<file path="src/rtl/border_anim_gen.sv">
`default_nettype none
`timescale 1ns/1ps
// ============================================================================
//  Module   : border_anim_gen
//  Purpose  : OLED pixel generator. Draws a static red frame, an orange frame
//             while armed, NUM_RINGS green rings that appear one per stage on
//             a timed loop, and (optionally) a centred shape overlay cycled by
//             a debounced button.
//  Options  : BORDER_ANIM_SHAPE_EN - when defined, compiles in the shape
//             overlay, the btn_shape edge detector and the lockout counter.
//             When undefined, shape is tied to 0 and btn_shape is ignored.
//  Revision : 1.0 - initial parametrised release
// ============================================================================
module border_anim_gen #(
    parameter int WIDTH        = 96,
    parameter int HEIGHT       = 64,
    parameter int NUM_RINGS    = 3,
    parameter int STAGE0_CYC   = 12_500_000,
    parameter int STAGE_CYC    = 6_250_000,
    parameter int DEBOUNCE_CYC = 1_250_000,
    parameter int PIX_W        = 13
) (
    input  logic             clk_6p25m,
    input  logic             rst_n,
    input  logic [PIX_W-1:0] pixel_index,
    input  logic             btn_start,
    input  logic             btn_shape,
    input  logic             clear,
    output logic [15:0]      oled_data,
    output logic [2:0]       stage,
    output logic [1:0]       shape,
    output logic             armed
);

    // ------------------------------------------------------------------------
    // Constants
    // ------------------------------------------------------------------------
    localparam int DWELL_MAX = (STAGE0_CYC > STAGE_CYC) ? STAGE0_CYC : STAGE_CYC;
    localparam int DWELL_W   = (DWELL_MAX > 1) ? $clog2(DWELL_MAX) : 1;

    localparam logic [DWELL_W-1:0] STAGE0_LAST = DWELL_W'(STAGE0_CYC - 1);
    localparam logic [DWELL_W-1:0] STAGE_LAST  = DWELL_W'(STAGE_CYC - 1);
    localparam logic [2:0]         LAST_STAGE  = 3'(NUM_RINGS);

    localparam int CX        = WIDTH / 2;
    localparam int CY        = HEIGHT / 2;
    localparam int NUM_PIX   = WIDTH * HEIGHT;

    localparam logic [15:0] COL_BLACK  = 16'h0000;
    localparam logic [15:0] COL_RED    = 16'hF800;
    localparam logic [15:0] COL_ORANGE = 16'hFC00;
    localparam logic [15:0] COL_GREEN  = 16'h07E0;

    // Armed state machine encoding
    localparam logic [0:0] ST_IDLE = 1'b0;
    localparam logic [0:0] ST_RUN  = 1'b1;

    // ------------------------------------------------------------------------
    // Geometry helper: pixel lies inside the rectangle inset by i from the
    // screen edges, but not inside the rectangle inset by i+t.
    // ------------------------------------------------------------------------
    function automatic logic in_band(input int x, input int y, input int i, input int t);
        logic outer_hit;
        logic inner_hit;
        outer_hit = (x >= i) && (x <= WIDTH - 1 - i) &&
                    (y >= i) && (y <= HEIGHT - 1 - i);
        inner_hit = (x >= i + t) && (x <= WIDTH - 1 - i - t) &&
                    (y >= i + t) && (y <= HEIGHT - 1 - i - t);
        return outer_hit && !inner_hit;
    endfunction

    // ------------------------------------------------------------------------
    // Registers
    // ------------------------------------------------------------------------
    logic [0:0]         state_q,      state_d;
    logic [2:0]         stage_q,      stage_d;
    logic [DWELL_W-1:0] dwell_q,      dwell_d;
    logic               clear_hist_q, clear_hist_d;
    logic [15:0]        oled_q,       oled_d;

    logic               clear_edge;
    logic               armed_now;
    logic [DWELL_W-1:0] dwell_last;
    logic [1:0]         shape_now;

    assign armed_now = (state_q == ST_RUN);

    // Armed FSM, stage sequencer and clear-edge detection
    always_comb begin
        clear_edge   = clear & ~clear_hist_q;
        clear_hist_d = clear;
        state_d      = state_q;
        stage_d      = stage_q;
        dwell_d      = dwell_q;
        dwell_last   = (stage_q == 3'd0) ? STAGE0_LAST : STAGE_LAST;

        if (clear_edge) begin
            // A clear edge overrides a simultaneous start request
            state_d = ST_IDLE;
            stage_d = 3'd0;
            dwell_d = '0;
        end else begin
            case (state_q)
                ST_IDLE: begin
                    if (btn_start) begin
                        state_d = ST_RUN;
                        stage_d = 3'd0;
                        dwell_d = '0;
                    end
                end
                ST_RUN: begin
                    if (dwell_q == dwell_last) begin
                        dwell_d = '0;
                        stage_d = (stage_q == LAST_STAGE) ? 3'd0 : stage_q + 3'd1;
                    end else begin
                        dwell_d = dwell_q + 1'b1;
                    end
                end
            endcase
        end
    end

    // Control state registers with asynchronous active-low reset
    always_ff @(posedge clk_6p25m or negedge rst_n) begin
        if (!rst_n) begin
            state_q      <= ST_IDLE;
            stage_q      <= 3'd0;
            dwell_q      <= '0;
            clear_hist_q <= 1'b0;
            oled_q       <= COL_BLACK;
        end else begin
            state_q      <= state_d;
            stage_q      <= stage_d;
            dwell_q      <= dwell_d;
            clear_hist_q <= clear_hist_d;
            oled_q       <= oled_d;
        end
    end

`ifdef BORDER_ANIM_SHAPE_EN
    // ------------------------------------------------------------------------
    // Shape selection with edge detection and post-press lockout
    // ------------------------------------------------------------------------
    localparam int                LOCK_W    = (DEBOUNCE_CYC > 0) ? $clog2(DEBOUNCE_CYC + 1) : 1;
    localparam logic [LOCK_W-1:0] LOCK_LOAD = LOCK_W'(DEBOUNCE_CYC);

    logic [1:0]        shape_q,    shape_d;
    logic [LOCK_W-1:0] lock_q,     lock_d;
    logic              btn_hist_q, btn_hist_d;
    logic              shape_edge;

    // Accept a press only on a rising edge, while armed, with no lockout pending
    always_comb begin
        btn_hist_d = btn_shape;
        shape_edge = btn_shape & ~btn_hist_q & armed_now & (lock_q == '0);
        shape_d    = shape_q;
        lock_d     = lock_q;
        if (clear_edge) begin
            shape_d = 2'd0;
            lock_d  = '0;
        end else if (shape_edge) begin
            shape_d = (shape_q == 2'd3) ? 2'd1 : shape_q + 2'd1;
            lock_d  = LOCK_LOAD;
        end else if (lock_q != '0) begin
            lock_d = lock_q - 1'b1;
        end
    end

    // Shape state registers with asynchronous active-low reset
    always_ff @(posedge clk_6p25m or negedge rst_n) begin
        if (!rst_n) begin
            shape_q    <= 2'd0;
            lock_q     <= '0;
            btn_hist_q <= 1'b0;
        end else begin
            shape_q    <= shape_d;
            lock_q     <= lock_d;
            btn_hist_q <= btn_hist_d;
        end
    end

    assign shape_now = shape_q;
`else
    // Shape feature compiled out: the button is deliberately left unused
    localparam int unused_debounce_cyc = DEBOUNCE_CYC;
    logic          unused_btn_shape;
    assign unused_btn_shape = btn_shape;
    assign shape_now        = 2'd0;
`endif

    // ------------------------------------------------------------------------
    // Pixel path
    // ------------------------------------------------------------------------
    int pix_i;
    int x_i;
    int y_i;

    // Split the row-major index into screen coordinates
    always_comb begin
        pix_i = int'(pixel_index);
        x_i   = pix_i % WIDTH;
        y_i   = pix_i / WIDTH;
    end

    logic [NUM_RINGS:1] ring_hit;

    // Ring k: inset 6 + k(k+1)/2, thickness k, visible from stage k onward
    for (genvar k = 1; k <= NUM_RINGS; k++) begin : g_ring
        localparam int INSET = 6 + (k * (k + 1)) / 2;
        assign ring_hit[k] = in_band(x_i, y_i, INSET, k) && (stage_q >= 3'(k));
    end

    logic               square_hit;
    logic               circle_hit;
    logic               tri_hit;
    logic signed [8:0]  dx9;
    logic signed [8:0]  dy9;
    int                 dist_sq;
    int                 tri_dy;

    // Shape geometry tests around the screen centre
    always_comb begin
        square_hit = (x_i >= CX - 4) && (x_i <= CX + 3) &&
                     (y_i >= CY - 3) && (y_i <= CY + 3);
        dx9        = 9'(x_i - CX);
        dy9        = 9'(y_i - CY);
        dist_sq    = int'(dx9) * int'(dx9) + int'(dy9) * int'(dy9);
        circle_hit = (dist_sq <= 64);
        tri_dy     = y_i - (CY - 2);
        tri_hit    = (y_i >= CY - 2) && (y_i <= CY + 22) &&
                     (tri_dy < x_i - (CX - 12)) &&
                     (tri_dy < (CX + 12) - x_i);
    end

    // Paint layers from lowest to highest priority
    always_comb begin
        oled_d = COL_BLACK;
        if (in_band(x_i, y_i, 1, 1)) begin
            oled_d = COL_RED;
        end
        if (armed_now && in_band(x_i, y_i, 3, 3)) begin
            oled_d = COL_ORANGE;
        end
        if (armed_now && (ring_hit != '0)) begin
            oled_d = COL_GREEN;
        end
        case (shape_now)
            2'd1:    if (square_hit) oled_d = COL_RED;
            2'd2:    if (circle_hit) oled_d = COL_ORANGE;
            2'd3:    if (tri_hit)    oled_d = COL_GREEN;
            default: ;
        endcase
        if (pix_i >= NUM_PIX) begin
            oled_d = COL_BLACK;
        end
    end

    assign oled_data = oled_q;
    assign stage     = stage_q;
    assign shape     = shape_now;
    assign armed     = armed_now;

endmodule
`default_nettype wire

</file>
<file path="config.mk">
export PLATFORM = sky130hd
export DESIGN_NAME = border_anim_gen
export DESIGN_NICKNAME = d
export VERILOG_FILES = /design/src/rtl/border_anim_gen.sv
export SDC_FILE = /design/constraint.sdc
export NUM_CORES = 1
export LEC_CHECK = 0
export CELL_PAD_IN_SITES_DETAIL_PLACEMENT = 0
export CELL_PAD_IN_SITES_GLOBAL_PLACEMENT = 2
export CORE_ASPECT_RATIO = 1.2
export CORE_MARGIN = 3
export CORE_UTILIZATION = 41
export DETAILED_ROUTE_END_ITERATION = 10
export DONT_BUFFER_PORTS = 1
export HOLD_SLACK_MARGIN = 0.05
export PLACE_DENSITY = 0.92
export SETUP_SLACK_MARGIN = 0.3
export SLEW_MARGIN = 20
export SYNTH_ARGS = -nofsm -noshare
export SYNTH_HDL_FRONTEND = slang
export SYNTH_SLANG_ARGS = --single-unit
</file>
<file path="constraint.sdc">
create_clock -name clk_6p25m -period 4.2 [get_ports clk_6p25m]
set_input_delay 0.84 -clock clk_6p25m [delete_from_list [all_inputs] [get_ports clk_6p25m]]
set_output_delay 0.84 -clock clk_6p25m [all_outputs]
set_load 0.02 [all_outputs]
</file>
==> reports/results.tsv <==
metric	value	unit
grt_pass1_vias	3031	
p_seq_frac	0.364	
synth_area	3360	sq um
yosysTopAreaCellShare	0.238	
final_hold_viol_count	0	
fin_hold_ws	0.247	ns
ys.flop_type	dfrtp_1	
grt_remaining_overflow	0	
finalInstanceArea	3810	sq um
initial_core_util	0.429	
cts_buffer_depth	2	
first_iter_violations	138	
setup_viol	0	
place_area	3590	sq um
drt-wirelength-per-cell	16.1	um
period_share	0.904	
tritoncts	built	
cpPeakStageDelay	0.48	ns
slew_headroom	0.401	
antenna_cells	0	
syn_area_per_cell	7.64	sq um
fp-row-count	35	
async_flop_share	1.00	
grt_max_degree	33	
port_buffers	0	
setup.worst_path.class	input port to register	
fmax	263	MHz
switching_power	0.387	mW
cts-htree-levels	2	
period_minus_slack	3.80	ns
outcome	complete, no violations	
dr.pass1.iters	4	
netlist_top_cells_area	dfrtp_1 (24%), nand2_1 (5.2%), o21ai_0 (4.8%)	
route.vias.total	3281	
cpMaxStageDelayCell	or4_4	
fin_nets	472	
clock_latency	0.28	ns
drive_gt1_frac	0.176	
synthDistinctLibCells	78	
total_power	1.06	mW
area_delta_synth_final	13.2	%
ir_drop	0.125	mV
die_w	88.7	um
path_clk_slew	0.07	ns
grt_pass1_wl	14500	um
die-area	9330	sq um
tightest_slew	0.899	ns
power.internal	0.676	mW
wirelength	8700	um
power.share.clock	0.272	
cts-root-buf	clkbuf_8	
rsz0062_at_grt	false	
ant_nets	0	
critPathLaunchType	input port	
cts.sinks	32	
die_h	105	um
worst_ep_required_time	4.36	ns
ys_seq_elements	32	
core_area	7840	sq um
syn-instance-count	440	
yosysWarnings	0	
avgViaCountPerCell	6.06	
endpoint_kind	register	
cap_violations	0	
grt_use_total	0.190	
leakagePower	1.48	nW
synth_edf_count	0	
crit_chain	ha_4, nand3b_1, or3_1, a31o_2, a211o_1, a211oi_4, buf_4, o31ai_2, or4_4, a311o_1, a32oi_2, nand2_1	
grt_antenna_before_repair	0	
cts_buffers	5	
p_comb_frac	0.364	
p_per_area	279	nW/um^2
worstPathMaxFanout	13	
drv_slew	0	
dp_slack	-0.00645	ns
ys_seq_area_frac	0.238	
final_util	0.486	
critPathArrivalTime	3.96	ns
sw_frac_of_total	0.364	
io_pins	40	
hpwl	6590	um
drc	0	
hold_path_class	input port to asynchronous set/reset pin	
skew	0.00788	ns
yosysTopAreaCell	dfrtp_1	
layout_setup_ws	0.401	ns
gp_congestion	0.926	
final cells by class:
class / count / area [sq um]
clock buffers: 6 / 72.6
inverters: 10 / 37.5
flip-flops and latches: 32 / 801
repair buffers: 35 / 267
multi-input cells: 364 / 2480
clock inverters: 2 / 35.0
well taps: 92 / 115
fillers: 757 / 4030
state kept, by name (all words and copies together) (netlist names):
| register | count |
|---|---|
| dwell_q | 24 |
| oled_data | 3 |
| stage | 3 |
| armed | 1 |
| clear_hist_q | 1 |
layout by cell type (no fill, tap or decap), drive strengths merged, types with 3 or more instances in the layout:
cell type,synthesis,routed
mux2i,5,5
a21oi,15,15
xor2,6,6
xnor2,7,7
o21ai,33,33
inv,10,10
or2,3,3
nand2,47,47
o31ai,11,11
nand4,4,4
a211oi,3,3
dfrtp,32,32
ha,6,6
buf,22,35
or4,6,6
nor2,39,39
a21o,3,3
and2,10,10
a221oi,4,4
nand3,17,17
a31oi,4,4
and3,13,13
o2111ai,3,3
o22ai,4,4
nor4b,3,3
or3,12,12
o211ai,5,5
nor3b,4,4
nor2b,7,7
o21a,4,4
nor4,10,10
clkbuf,18,6
nor3,15,15
a32oi,3,3
nand2b,11,11
conb,1,7
power groups by stage:
stage	Clock, mW	Sequential, mW	Combinational, mW
after detailed placement	0	0.394	0.362
after floorplan	0	0.366	0.336
final	0.289	0.387	0.387
after CTS	0.300	0.388	0.363
after global placement	0	0.392	0.359
after global routing	0.315	0.390	0.424
synthesized netlist by cell type, types with 4 or more instances:
cell type / n
nor4_1: 8
xor2_1: 6
o22ai_1: 4
mux2i_1: 5
o21ai_0: 32
nand3_1: 17
o21a_1: 4
nand4_1: 4
nand2_1: 47
o211ai_1: 5
nor2_1: 39
dfrtp_1: 32
a21oi_1: 14
nor3_1: 14
nor2b_1: 7
and3_1: 13
nand2b_1: 11
xnor2_1: 6
buf_2: 4
buf_4: 16
or4_1: 6
or3_1: 12
ha_1: 6
o31ai_1: 10
inv_1: 10
a31oi_1: 4
clkbuf_1: 18
and2_1: 10
kinds of logic (layout without fill, tap and decap cells):
| group | count (synthesis) | after routing | synth area share |
|---|---|---|---|
| and+or+nand+nor | 212 | 212 | 0.344 |
| AOI/OAI and AO/OA | 119 | 119 | 0.257 |
| buffers and inverters | 50 | 53 | 0.0796 |
| DFF | 32 | 32 | 0.238 |
| xor gates and xnor gates | 13 | 13 | 0.0361 |
| muxes | 7 | 7 | 0.0216 |
| adders and majority gates | 6 | 6 | 0.0223 |
| other | 1 | 7 | 0.00112 |
worst max-delay path: cells and delay by family:
| kind | cells | cell delay (ns) |
|---|---|---|
| buffers and inverters | 1 | 0.18 |
| AO/OA/AOI/OAI | 6 | 1.57 |
| AND/OR/NAND/NOR | 4 | 1.13 |
| adder cells (fa/ha/maj) | 1 | 0.24 |
per-stage QoR:
stage / setup TNS, ns / cells
after floorplan: 0 / 446
after global placement: -0.00127 / 530
after detailed placement: -0.00808 / 530
after CTS: 0 / 538
after global routing: 0 / 541
final: 0 / 541
path summary, 6_finish.rpt:
path	from	to	slack, ns	cells after the start
worst max register to register	dwell_q[7]	stage[2]	1.61	7
max in group asynchronous	rst_n	dwell_q[16]	3.87	0
min in group clk_6p25m	dwell_q[19]	dwell_q[19]	0.51	1
worst min register to register	dwell_q[19]	dwell_q[19]	0.51	1
worst min-delay path	rst_n	oled_data[14]	0.25	0
worst max-delay path	pixel_index[11]	oled_data[9]	0.40	12
routing by layer:
layer / up-vias / routed length [um] / share of wire / global-route usage
li1: 1636 / - / - / -
met1: 1582 / 3950 / 0.45 / 0.251
met2: 47 / 4330 / 0.50 / 0.318
met3: 16 / 222 / 0.026 / 0.0250
met4: 0 / 197 / 0.023 / 0.0529
met5: - / 0 / 0 / 0
repair_timing:
item / 4_1_cts / 5_1_grt
hold buffers: 0 / 0
setup endpoints to repair: 0 / 3
resized for setup: 0 / 15
setup buffers: 0 / 3
Power figures use the tool's default switching activity.
